**src/rtl/edge_pkg.sv**
```systemverilog
`default_nettype none
// ============================================================================
// Module   : edge_pkg
// Brief    : Shared widths, saturation constant and arbiter state encoding
//            for the edge-detection datapath.
// Revision : 1.0 - initial release
// ============================================================================
package edge_pkg;

    localparam int OP_W  = 11;
    localparam int MAG_W = 8;
    localparam logic [MAG_W-1:0] MAG_SAT = 8'hFF;

    // Arbiter states, explicitly encoded on two bits
    typedef enum logic [1:0] {
        IDLE  = 2'd0,
        ISSUE = 2'd1,
        WAIT  = 2'd2,
        RESP  = 2'd3
    } arb_state_t;

endpackage
`default_nettype wire

```
**src/rtl/magnitude_arbiter_rr_grant.sv**
```systemverilog
`default_nettype none
// ============================================================================
// Module   : rr_grant
// Brief    : Combinational round-robin picker. Scans from rr_ptr+1 upward
//            with wrap-around and returns the first requesting lane.
// Revision : 1.0 - initial release
// ============================================================================
module rr_grant #(
    parameter  int NUM_REQ = 4,
    localparam int ID_W    = (NUM_REQ > 1) ? $clog2(NUM_REQ) : 1
) (
    input  logic [NUM_REQ-1:0] req,
    input  logic [ID_W-1:0]    rr_ptr,
    output logic [NUM_REQ-1:0] grant,
    output logic [ID_W-1:0]    grant_idx,
    output logic               any_req
);

    import edge_pkg::*;

    int              w_idx;
    logic [ID_W-1:0] w_sel;

    // Lane just served (rr_ptr) is visited last, giving it lowest priority
    always_comb begin
        grant     = '0;
        grant_idx = '0;
        any_req   = 1'b0;
        w_idx     = 0;
        w_sel     = '0;
        for (int off = 1; off <= NUM_REQ; off++) begin
            w_idx = int'(rr_ptr) + off;
            if (w_idx >= NUM_REQ) begin
                w_idx = w_idx - NUM_REQ;
            end
            w_sel = w_idx[ID_W-1:0];
            if (!any_req && req[w_sel]) begin
                grant[w_sel] = 1'b1;
                grant_idx    = w_sel;
                any_req      = 1'b1;
            end
        end
    end

endmodule
`default_nettype wire

```
**src/rtl/magnitude_arbiter.sv**
```systemverilog
`default_nettype none
// ============================================================================
// Module   : magnitude_arbiter
// Brief    : Round-robin scheduler sharing one gradient-magnitude unit among
//            NUM_REQ Sobel lanes. Grants one (gx, gy) pair, pulses the unit's
//            start, waits for the rising edge of its completion flag and
//            returns the magnitude tagged with the owning lane ID.
//            Optional build macro MAG_ARB_TIMEOUT_EN adds a WAIT watchdog
//            that returns a saturated result and a sticky timeout_err.
// Revision : 1.0 - initial release
// ============================================================================
module magnitude_arbiter #(
    parameter  int NUM_REQ = 4,
    parameter  int OP_W    = edge_pkg::OP_W,
    parameter  int MAG_W   = edge_pkg::MAG_W,
    parameter  int TIMEOUT = 64,
    localparam int ID_W    = (NUM_REQ > 1) ? $clog2(NUM_REQ) : 1
) (
    input  logic                    clk,
    input  logic                    reset,
    input  logic [NUM_REQ-1:0]      req_valid,
    output logic [NUM_REQ-1:0]      req_ready,
    input  logic [NUM_REQ*OP_W-1:0] req_gx,
    input  logic [NUM_REQ*OP_W-1:0] req_gy,
    output logic                    resp_valid,
    input  logic                    resp_ready,
    output logic [MAG_W-1:0]        resp_mag,
    output logic [ID_W-1:0]         resp_id,
    output logic [OP_W-1:0]         mag_a,
    output logic [OP_W-1:0]         mag_b,
    output logic                    mag_start,
    input  logic [MAG_W-1:0]        mag_out,
    input  logic                    mag_out_valid,
`ifdef MAG_ARB_TIMEOUT_EN
    output logic                    busy,
    output logic                    timeout_err
`else
    output logic                    busy
`endif
);

    import edge_pkg::*;

    if (NUM_REQ < 2 || NUM_REQ > 8 || TIMEOUT < 1) begin : g_param_check
        $error("magnitude_arbiter: NUM_REQ must be 2..8 and TIMEOUT >= 1");
    end

    arb_state_t          r_state;
    logic [ID_W-1:0]     r_rr_ptr;
    logic                r_ovalid_d;

    logic [NUM_REQ-1:0]  w_grant;
    logic [ID_W-1:0]     w_grant_idx;
    logic                w_any_req;
    logic [OP_W-1:0]     w_sel_gx;
    logic [OP_W-1:0]     w_sel_gy;
    logic                w_done;
    logic                w_timeout;

    rr_grant #(
        .NUM_REQ (NUM_REQ)
    ) u_rr_grant (
        .req       (req_valid),
        .rr_ptr    (r_rr_ptr),
        .grant     (w_grant),
        .grant_idx (w_grant_idx),
        .any_req   (w_any_req)
    );

    assign w_sel_gx = req_gx[w_grant_idx*OP_W +: OP_W];
    assign w_sel_gy = req_gy[w_grant_idx*OP_W +: OP_W];

    // Completion is a rising edge only; a level held over from the last job
    // is already captured in r_ovalid_d during ISSUE and so is ignored.
    assign w_done = (r_state == WAIT) && mag_out_valid && !r_ovalid_d;

    assign busy = (r_state != IDLE);

`ifdef MAG_ARB_TIMEOUT_EN
    localparam int CNT_W = $clog2(TIMEOUT + 1);

    logic [CNT_W-1:0] r_wait_cnt;

    assign w_timeout = (r_state == WAIT) && (r_wait_cnt == CNT_W'(TIMEOUT - 1));

    // Count WAIT cycles per job; flag a sticky error when the unit never answers
    always_ff @(posedge clk or posedge reset) begin
        if (reset) begin
            r_wait_cnt  <= '0;
            timeout_err <= 1'b0;
        end else begin
            if (r_state == ISSUE) begin
                r_wait_cnt <= '0;
            end else if (r_state == WAIT && !w_done) begin
                r_wait_cnt <= r_wait_cnt + CNT_W'(1);
            end
            if (!w_done && w_timeout) begin
                timeout_err <= 1'b1;
            end
        end
    end
`else
    assign w_timeout = 1'b0;
`endif

    // Arbiter FSM: grant, issue one start pulse, wait for completion, hand off
    always_ff @(posedge clk or posedge reset) begin
        if (reset) begin
            r_state    <= IDLE;
            r_rr_ptr   <= ID_W'(NUM_REQ - 1);
            r_ovalid_d <= 1'b0;
            req_ready  <= '0;
            mag_a      <= '0;
            mag_b      <= '0;
            mag_start  <= 1'b0;
            resp_valid <= 1'b0;
            resp_mag   <= '0;
            resp_id    <= '0;
        end else begin
            req_ready <= '0;
            mag_start <= 1'b0;
            case (r_state)
                IDLE: begin
                    if (w_any_req) begin
                        req_ready  <= w_grant;
                        mag_a      <= w_sel_gx;
                        mag_b      <= w_sel_gy;
                        resp_id    <= w_grant_idx;
                        r_rr_ptr   <= w_grant_idx;
                        mag_start  <= 1'b1;
                        r_ovalid_d <= 1'b0;
                        r_state    <= ISSUE;
                    end
                end
                ISSUE: begin
                    r_ovalid_d <= mag_out_valid;
                    r_state    <= WAIT;
                end
                WAIT: begin
                    r_ovalid_d <= mag_out_valid;
                    if (w_done) begin
                        resp_mag   <= mag_out;
                        resp_valid <= 1'b1;
                        r_state    <= RESP;
                    end else if (w_timeout) begin
                        resp_mag   <= {MAG_W{1'b1}};
                        resp_valid <= 1'b1;
                        r_state    <= RESP;
                    end
                end
                RESP: begin
                    if (resp_ready) begin
                        resp_valid <= 1'b0;
                        r_state    <= IDLE;
                    end
                end
                default: begin
                    r_state <= IDLE;
                end
            endcase
        end
    end

endmodule
`default_nettype wire
```
**config.mk**
```make
export PLATFORM = sky130hd
export DESIGN_NAME = magnitude_arbiter
export DESIGN_NICKNAME = d
export VERILOG_FILES = /design/src/rtl/edge_pkg.sv /design/src/rtl/magnitude_arbiter_rr_grant.sv /design/src/rtl/magnitude_arbiter.sv
export SDC_FILE = /design/constraint.sdc
export NUM_CORES = 1
export LEC_CHECK = 0
export ABC_AREA = 1
export CAP_MARGIN = 20
export CORE_ASPECT_RATIO = 0.9
export CORE_MARGIN = 2
export CORE_UTILIZATION = 39
export DETAILED_ROUTE_END_ITERATION = 6
export HOLD_SLACK_MARGIN = 0.06
export PLACE_DENSITY_LB_ADDON = 0.3
export SETUP_SLACK_MARGIN = 0.05
export SYNTH_ARGS = -nofsm -noshare
export SYNTH_HDL_FRONTEND = slang
export SYNTH_SLANG_ARGS = --single-unit
```
**constraint.sdc**
```tcl
create_clock -name clk -period 2.4 [get_ports clk]
set_clock_uncertainty 0.15 [all_clocks]
set_input_delay 0.48 -clock clk [delete_from_list [all_inputs] [get_ports clk]]
set_output_delay 0.48 -clock clk [all_outputs]
set_load 0.01 [all_outputs]
```
==> results of run 1 <==
## kinds of logic (layout without fill, tap and decap cells)
group | Yosys count | in the layout | share of synthesized area
AO/OA/AOI/OAI | 32 | 32 | 0.0620
adder cells (fa/ha/maj) | 11 | 11 | 0.0426
AND/OR/NAND/NOR | 280 | 281 | 0.406
flip-flops | 43 | 43 | 0.334
buffers and inverters | 116 | 291 | 0.156
## report_power, final
| group | internal (mW) | leakage [nW] | switching, mW |
|---|---|---|---|
| combinational | 3.75 | 2.23 | 4.20 |
| sequential | 1.12 | 0.533 | 0.205 |
| clock | 0.337 | 0.0612 | 0.260 |
| total | 5.21 | 2.83 | 4.67 |
## sequential cells by signal, summed over array words and instances, names as in the netlist
register / cells
r_ovalid_d: 1
mag_start: 1
r_state: 2
resp_valid: 1
resp_mag: 8
req_ready: 4
resp_id: 2
mag_a: 11
r_rr_ptr: 2
mag_b: 11
## final cells by class
| type | count | area (um^2) |
|---|---|---|
| Sequential cell | 43 | 1080 |
| Clock buffer | 6 | 82.6 |
| Inverter | 97 | 377 |
| Multi-Input combinational cell | 324 | 1870 |
| Clock inverter | 2 | 35.0 |
| Timing Repair Buffer | 186 | 1940 |
| Tap cell | 99 | 124 |
| Fill cell | 624 | 2520 |
## Yosys cell counts, drive strengths merged
| library cell | number | share of area |
|---|---|---|
| nand2 | 175 | 0.22 |
| inv | 96 | 0.11 |
| nand3 | 84 | 0.14 |
| dfrtp | 41 | 0.32 |
| buf | 17 | 0.039 |
| ha | 11 | 0.043 |
| o21ai | 11 | 0.018 |
| o211ai | 10 | 0.023 |
| or2 | 10 | 0.019 |
| a21oi | 6 | 0.010 |
| nor2 | 6 | 0.012 |
| o22ai | 4 | 0.0077 |
| clkbuf | 2 | 0.0023 |
| dfstp | 2 | 0.016 |
| nand4 | 2 | 0.0085 |
| nor3 | 2 | 0.0066 |
| a21boi | 1 | 0.0023 |
| clkinv | 1 | 0.0012 |
| nand3b | 1 | 0.0023 |
## per-stage QoR
step,power (mW),setup slack [ns]
6_report,9.87,0.0186
5_1_grt,10.6,-0.0898
3_5_place_dp,7.26,-0.176
2_1_floorplan,5.23,0.0696
3_3_place_gp,7.11,-0.117
4_1_cts,8.26,0.0484
## repair_timing
| item | CTS | global route |
|---|---|---|
| pin swaps | 5 | 47 |
| gates resized for setup | 9 | 55 |
| gates cloned | 1 | 6 |
| setup buffers | 4 | 7 |
| setup endpoints to repair | 17 | 30 |
## how the worst max path moves through the flow
| stage | end | depth (start not counted) |
|---|---|---|
| floorplan | mag_b[1] | 14 |
| global placement | r_rr_ptr[1] | 13 |
| detailed placement | mag_a[4] | 13 |
| CTS | mag_a[0] | 15 |
| global route | mag_a[9] | 15 |
| finish | mag_a[0] | 15 |
## per-layer routing
metal  part of all wire  up-vias
met4              0.023        0
met5                  0        -
li1                   -     1834
met1               0.41     1718
met2               0.50      157
met3              0.068       25
## critical path, stage by stage, from the launching register on
cell and delay [ns]:
dfstp_2 0.55, inv_2 0.05, ha_4 0.30, inv_4 0.05, nand3_2 0.07, nand2_2 0.08
buf_4 0.14, a21oi_4 0.12, nand2_2 0.08, nand3_4 0.13, buf_12 0.16, nand2_1 0.11
nand3_4 0.11, nand2_2 0.06, nand2_1 0.07, nand2_1 0.05
==> flow_summary.ini, run 1 <==
[timing]
worst_slew_pin_slew_ns = 0.250
setup_viol = 0
final_max_slew_viol_count = 0
post-route-period-util = 0.992
period_needed_ns = 2.38
hold_viol = 0
fmax_ghz = 0.420
hold_slack_ns = 0.327
rsz0062_at_grt = yes
slew-limit-headroom = 0.833
finalSetupTns_ns = 0

[synth]
synth.cell_area_um2 = 3230
yosysWarnings = 0
synth.avg_cell_area_um2 = 6.70
synth-seq-area-share = 0.334
synth_seq_cells = 43
synth_fp_nets = 597
synth_cells = 482
synth.distinct_cells = 34

[finish]
final_cell_mix = nand2_1 (150), clkdlybuf4s50_1 (142), inv_1 (89)
layout_commonest_cell = nand2_1
drive_above_1_share = 0.193
post-route-util = 0.686
finalNonFillerCells = 757
stdcell_area_um2 = 5510
area_growth_pct = 70.6
finalNetCount = 772
antenna_cells = 0

[place]
gp_congestion = 0.948
placed_area_um2 = 4910
dpl.hpwl_mm = 7.49
place_inst = 733
io_buffers = 142

[floorplan]
die_y_um = 90.3
rows = 31
initial_utilization = 0.402
dieArea_um2 = 9030
core_um2 = 8030
io_pins = 143
die_x_um = 99.9

[grt]
grt_pass1_vias = 3373
grt_remaining_overflow = 0
grt_util_all_layers = 0.210
grt_first_pass_wirelength_mm = 15.5
grt_util_met2 = 0.358
met3_usage = 0.0480
use_met1 = 0.267
grt_max_degree = 44
antenna_found_initial = 0
top_usage_layer = met2

[clocking]
clock_path_buffers = 2
insertion_delay_ns = 0.30
cts_inserted_buffers = 5
ctsHoldBuffers = 0
clkSinkCount = 43
h-tree-depth = 2
cts_tree = built
root_buffer = clkbuf_8
clkTransAtPathRegs_ns = 0.08

[critical_path]
ff2ff_setup_slack_ns = 0.02
criticalPathCategory = register to register
cp-startpoint = r_rr_ptr[1]
r2r_start = r_rr_ptr[1]
critPathCaptureType = register
r2r.worst_path.cells = 15
worstReg2RegEnd = mag_a[0]
start_kind = register
cp.required_ns = 2.44
crit_arrival_ns = 2.42
critPathMaxFanout = 13

[run_status]
status = completed

[drt]
vias = 3734
drt_iter0_drc = 262
postRouteAntennaNets = 0
vias_per_cell = 4.93
first_pass_iters = 5
drc = 0
wl_per_cell_um = 13.9
drt_wl_total_mm = 10.5

[hold_path]
holdCritStartpoint = resp_mag[3]
hold_depth = 2
whs_endpoint = resp_mag[3]
hold_class = register to register

[power]
power.density_nw_per_um2 = 1790
leakage_nw = 2.83
ir_drop_mv = 0.871

[run]
maxCapViolations = 0
No activity file was read; power rests on OpenSTA's default activity.
==> inputs of run 2 (changes only) <==
--- a/config.mk
+++ b/config.mk
@@ -5,15 +5,14 @@
 export SDC_FILE = /design/constraint.sdc
 export NUM_CORES = 1
 export LEC_CHECK = 0
-export ABC_AREA = 1
 export CAP_MARGIN = 20
 export CORE_ASPECT_RATIO = 0.9
 export CORE_MARGIN = 2
-export CORE_UTILIZATION = 39
+export CORE_UTILIZATION = 37
 export DETAILED_ROUTE_END_ITERATION = 6
 export HOLD_SLACK_MARGIN = 0.06
 export PLACE_DENSITY_LB_ADDON = 0.3
-export SETUP_SLACK_MARGIN = 0.05
+export SETUP_SLACK_MARGIN = 0.3
 export SYNTH_ARGS = -nofsm -noshare
 export SYNTH_HDL_FRONTEND = slang
 export SYNTH_SLANG_ARGS = --single-unit
==> flow_summary.ini, run 2 <==
[synth]
synth_edf_count = 0
synth.distinct_cells = 41
synthTopCellsByArea = dfrtp_1 (36%), mux2i_1 (17%), o221ai_2 (7.4%)
synthMuxAreaShare = 0.245
synth_top_cells_by_count = mux2i_1 (49), dfrtp_1 (41), nand2_1 (33)
netlist.area_leader.share = 0.361
synth_seq_cells = 43
yosysWarnings = 0
synthFlopType = dfrtp_1
synth_compound_gate_area_share = 0.169
synth_fp_nets = 357
synth.avg_cell_area_um2 = 11.8
yosysMostFrequentCell = mux2i_1
synthArstFlopShare = 1.00
synth-seq-area-share = 0.379
synth-simple-area-share = 0.0849
synth_cells = 242
synth_fa_ha_area_frac = 0.0484
synth_top_cell_by_area = dfrtp_1
synth_top_family_by_area = multiplexers
synth_xor_area_frac = 0.00308
synth.cell_area_um2 = 2840

[place]
place_inst = 493
dpl.hpwl_mm = 6.49
io_buffers = 142
placed_area_um2 = 4570
gp_congestion = 0.788
place_ws_ns = -0.665

[timing]
hold_viol = 0
setup_slack_ns = -0.432
period_needed_ns = 2.83
slew-limit-headroom = 0.753
rsz0062_at_grt = yes
hold_slack_ns = 0.312
post-route-period-util = 1.18
final_max_slew_viol_count = 0
worst_slew_pin_slew_ns = 0.369
setup_viol = 33
fmax_ghz = 0.353

[critical_path]
start_kind = register
r2r.worst_path.cells = 7
cp.required_ns = 2.46
critPathMaxFanout = 6
cp-startpoint = r_rr_ptr[0]
ff2ff_setup_slack_ns = -0.43
crit_arrival_ns = 2.89
critPathCaptureType = register
worstReg2RegEnd = mag_b[0]
r2r_start = r_rr_ptr[0]
crit_path_end = mag_b[0]
criticalPathCategory = register to register

[grt]
grt_remaining_overflow = 0
grt_pass1_vias = 2829
grt_util_all_layers = 0.226
grt_max_degree = 30
grt_first_pass_wirelength_mm = 14.5
antenna_found_initial = 0

[clocking]
clkSinkCount = 43
clock_path_buffers = 2
cts_inserted_buffers = 5
cts_tree = built
clkTransAtPathRegs_ns = 0.08
h-tree-depth = 2
root_buffer = clkbuf_8
insertion_delay_ns = 0.29

[drt]
vias_per_cell = 5.23
postRouteAntennaNets = 0
wl_per_cell_um = 18.0
first_pass_iters = 4
drt_iter0_drc = 88
drt_wl_total_mm = 9.52
drc = 0
vias = 2768

[floorplan]
core_um2 = 7510
rows = 30
die_x_um = 96.4
dieArea_um2 = 8400
die_y_um = 87.2
initial_utilization = 0.379
io_pins = 143

[finish]
area_growth_pct = 83.8
antenna_cells = 0
stdcell_area_um2 = 5230
final-seq-area_um2 = 1080
multi_input_area_um2 = 1810
nFillCells = 557
final_cell_mix = clkdlybuf4s50_1 (141), mux2i_1 (44), dfrtp_1 (41)
drive_above_1_share = 0.316
finalNonFillerCells = 529
finalNetCount = 547
biggestRegsByFlops = mag_a: 11 flops, mag_b: 11 flops, resp_mag: 8 flops
layout_commonest_cell = clkdlybuf4s50_1

[power]
power_mw = 7.89
power.density_nw_per_um2 = 1510
leakage_nw = 2.24
ir_drop_mv = 0.856

[run_status]
violations = negative setup slack
status = finished with violations

[run]
maxCapViolations = 0

[hold_path]
hold_class = input port to asynchronous set/reset pin
[run 2: changes by cell type after synthesis, sizes merged, moves of 5 or more]
cell     delta
nand2     -141
mux2       +10
o211ai     -10
or2        -10
nand3      -82
o221ai     +22
inv        -88
a22oi       +5
mux2i      +49
o21ai       -7
a2bb2oi     +5
[run 2: timing repair]
item	CTS	global route
setup buffers	19	4
hold buffers	0	0
endpoints found under the setup margin	35	35
gates resized for setup	46	10
pin swaps	31	3
gates cloned	5	0
[run 2: worst min path at each step]
stage	start	endpoint	cells past startpoint
2_1_floorplan	r_ovalid_d	r_ovalid_d	1
3_3_place_gp	mag_b[6]	mag_b[6]	2
3_5_place_dp	mag_a[6]	mag_a[6]	2
4_1_cts	reset	resp_mag[3]	2
5_1_grt	reset	resp_mag[2]	2
6_report	reset	resp_mag[5]	2
[run 2: area by class of cell]
| cell class | count | share of cell area |
|---|---|---|
| timing repair buffer | 198 | 0.391 |
| clock inverter | 2 | 0.0115 |
| sequential | 43 | 0.206 |
| tap | 96 | 0.0230 |
| multi-input combinational | 176 | 0.347 |
| clock buffer | 6 | 0.0139 |
| inverter | 8 | 0.00766 |
[run 2: cell families (layout without fill, tap and decap cells)]
logic type | Yosys count | after routing
DFF | 43 | 43
and+or+nand+nor | 50 | 53
xor gates and xnor gates | 1 | 1
buffers and inverters | 26 | 214
muxes | 63 | 63
adders and majority gates | 11 | 11
AOI/OAI and AO/OA | 48 | 48
[run 2: report_power, final]
| part | total, mW | internal [mW] | switching (mW) |
|---|---|---|---|
| clock | 0.676 | 0.416 | 0.260 |
| combinational | 5.91 | 3.27 | 2.63 |
| sequential | 1.31 | 1.11 | 0.200 |
[run 2: critical path, stage by stage (launching register included)]
cell and delay [ns]:
dfstp_2 0.60, clkinv_4 0.07, ha_4 0.28, mux4_2 0.60
nor4_4 0.28, nor3_4 0.10, or3_4 0.49, o221ai_1 0.17
[run 2: routing by layer]
layer  part of all wire  track usage  wire length (um)  vias up
li1                   -            -                 -     1302
met1               0.40        0.278              3770     1357
met2               0.51        0.396              4840       98
met3              0.084       0.0554               797       11
met4              0.011       0.0538               106        0
met5                  0            0                 0        -
[run 2: per-stage QoR]
stage	utilization	TNS, ns
global route	0.696	-13.66
finish	0.696	-11.84
CTS	0.687	-9.42
global placement	0.609	-17.55
detailed placement	0.609	-19.16
floorplan	-	-16.09
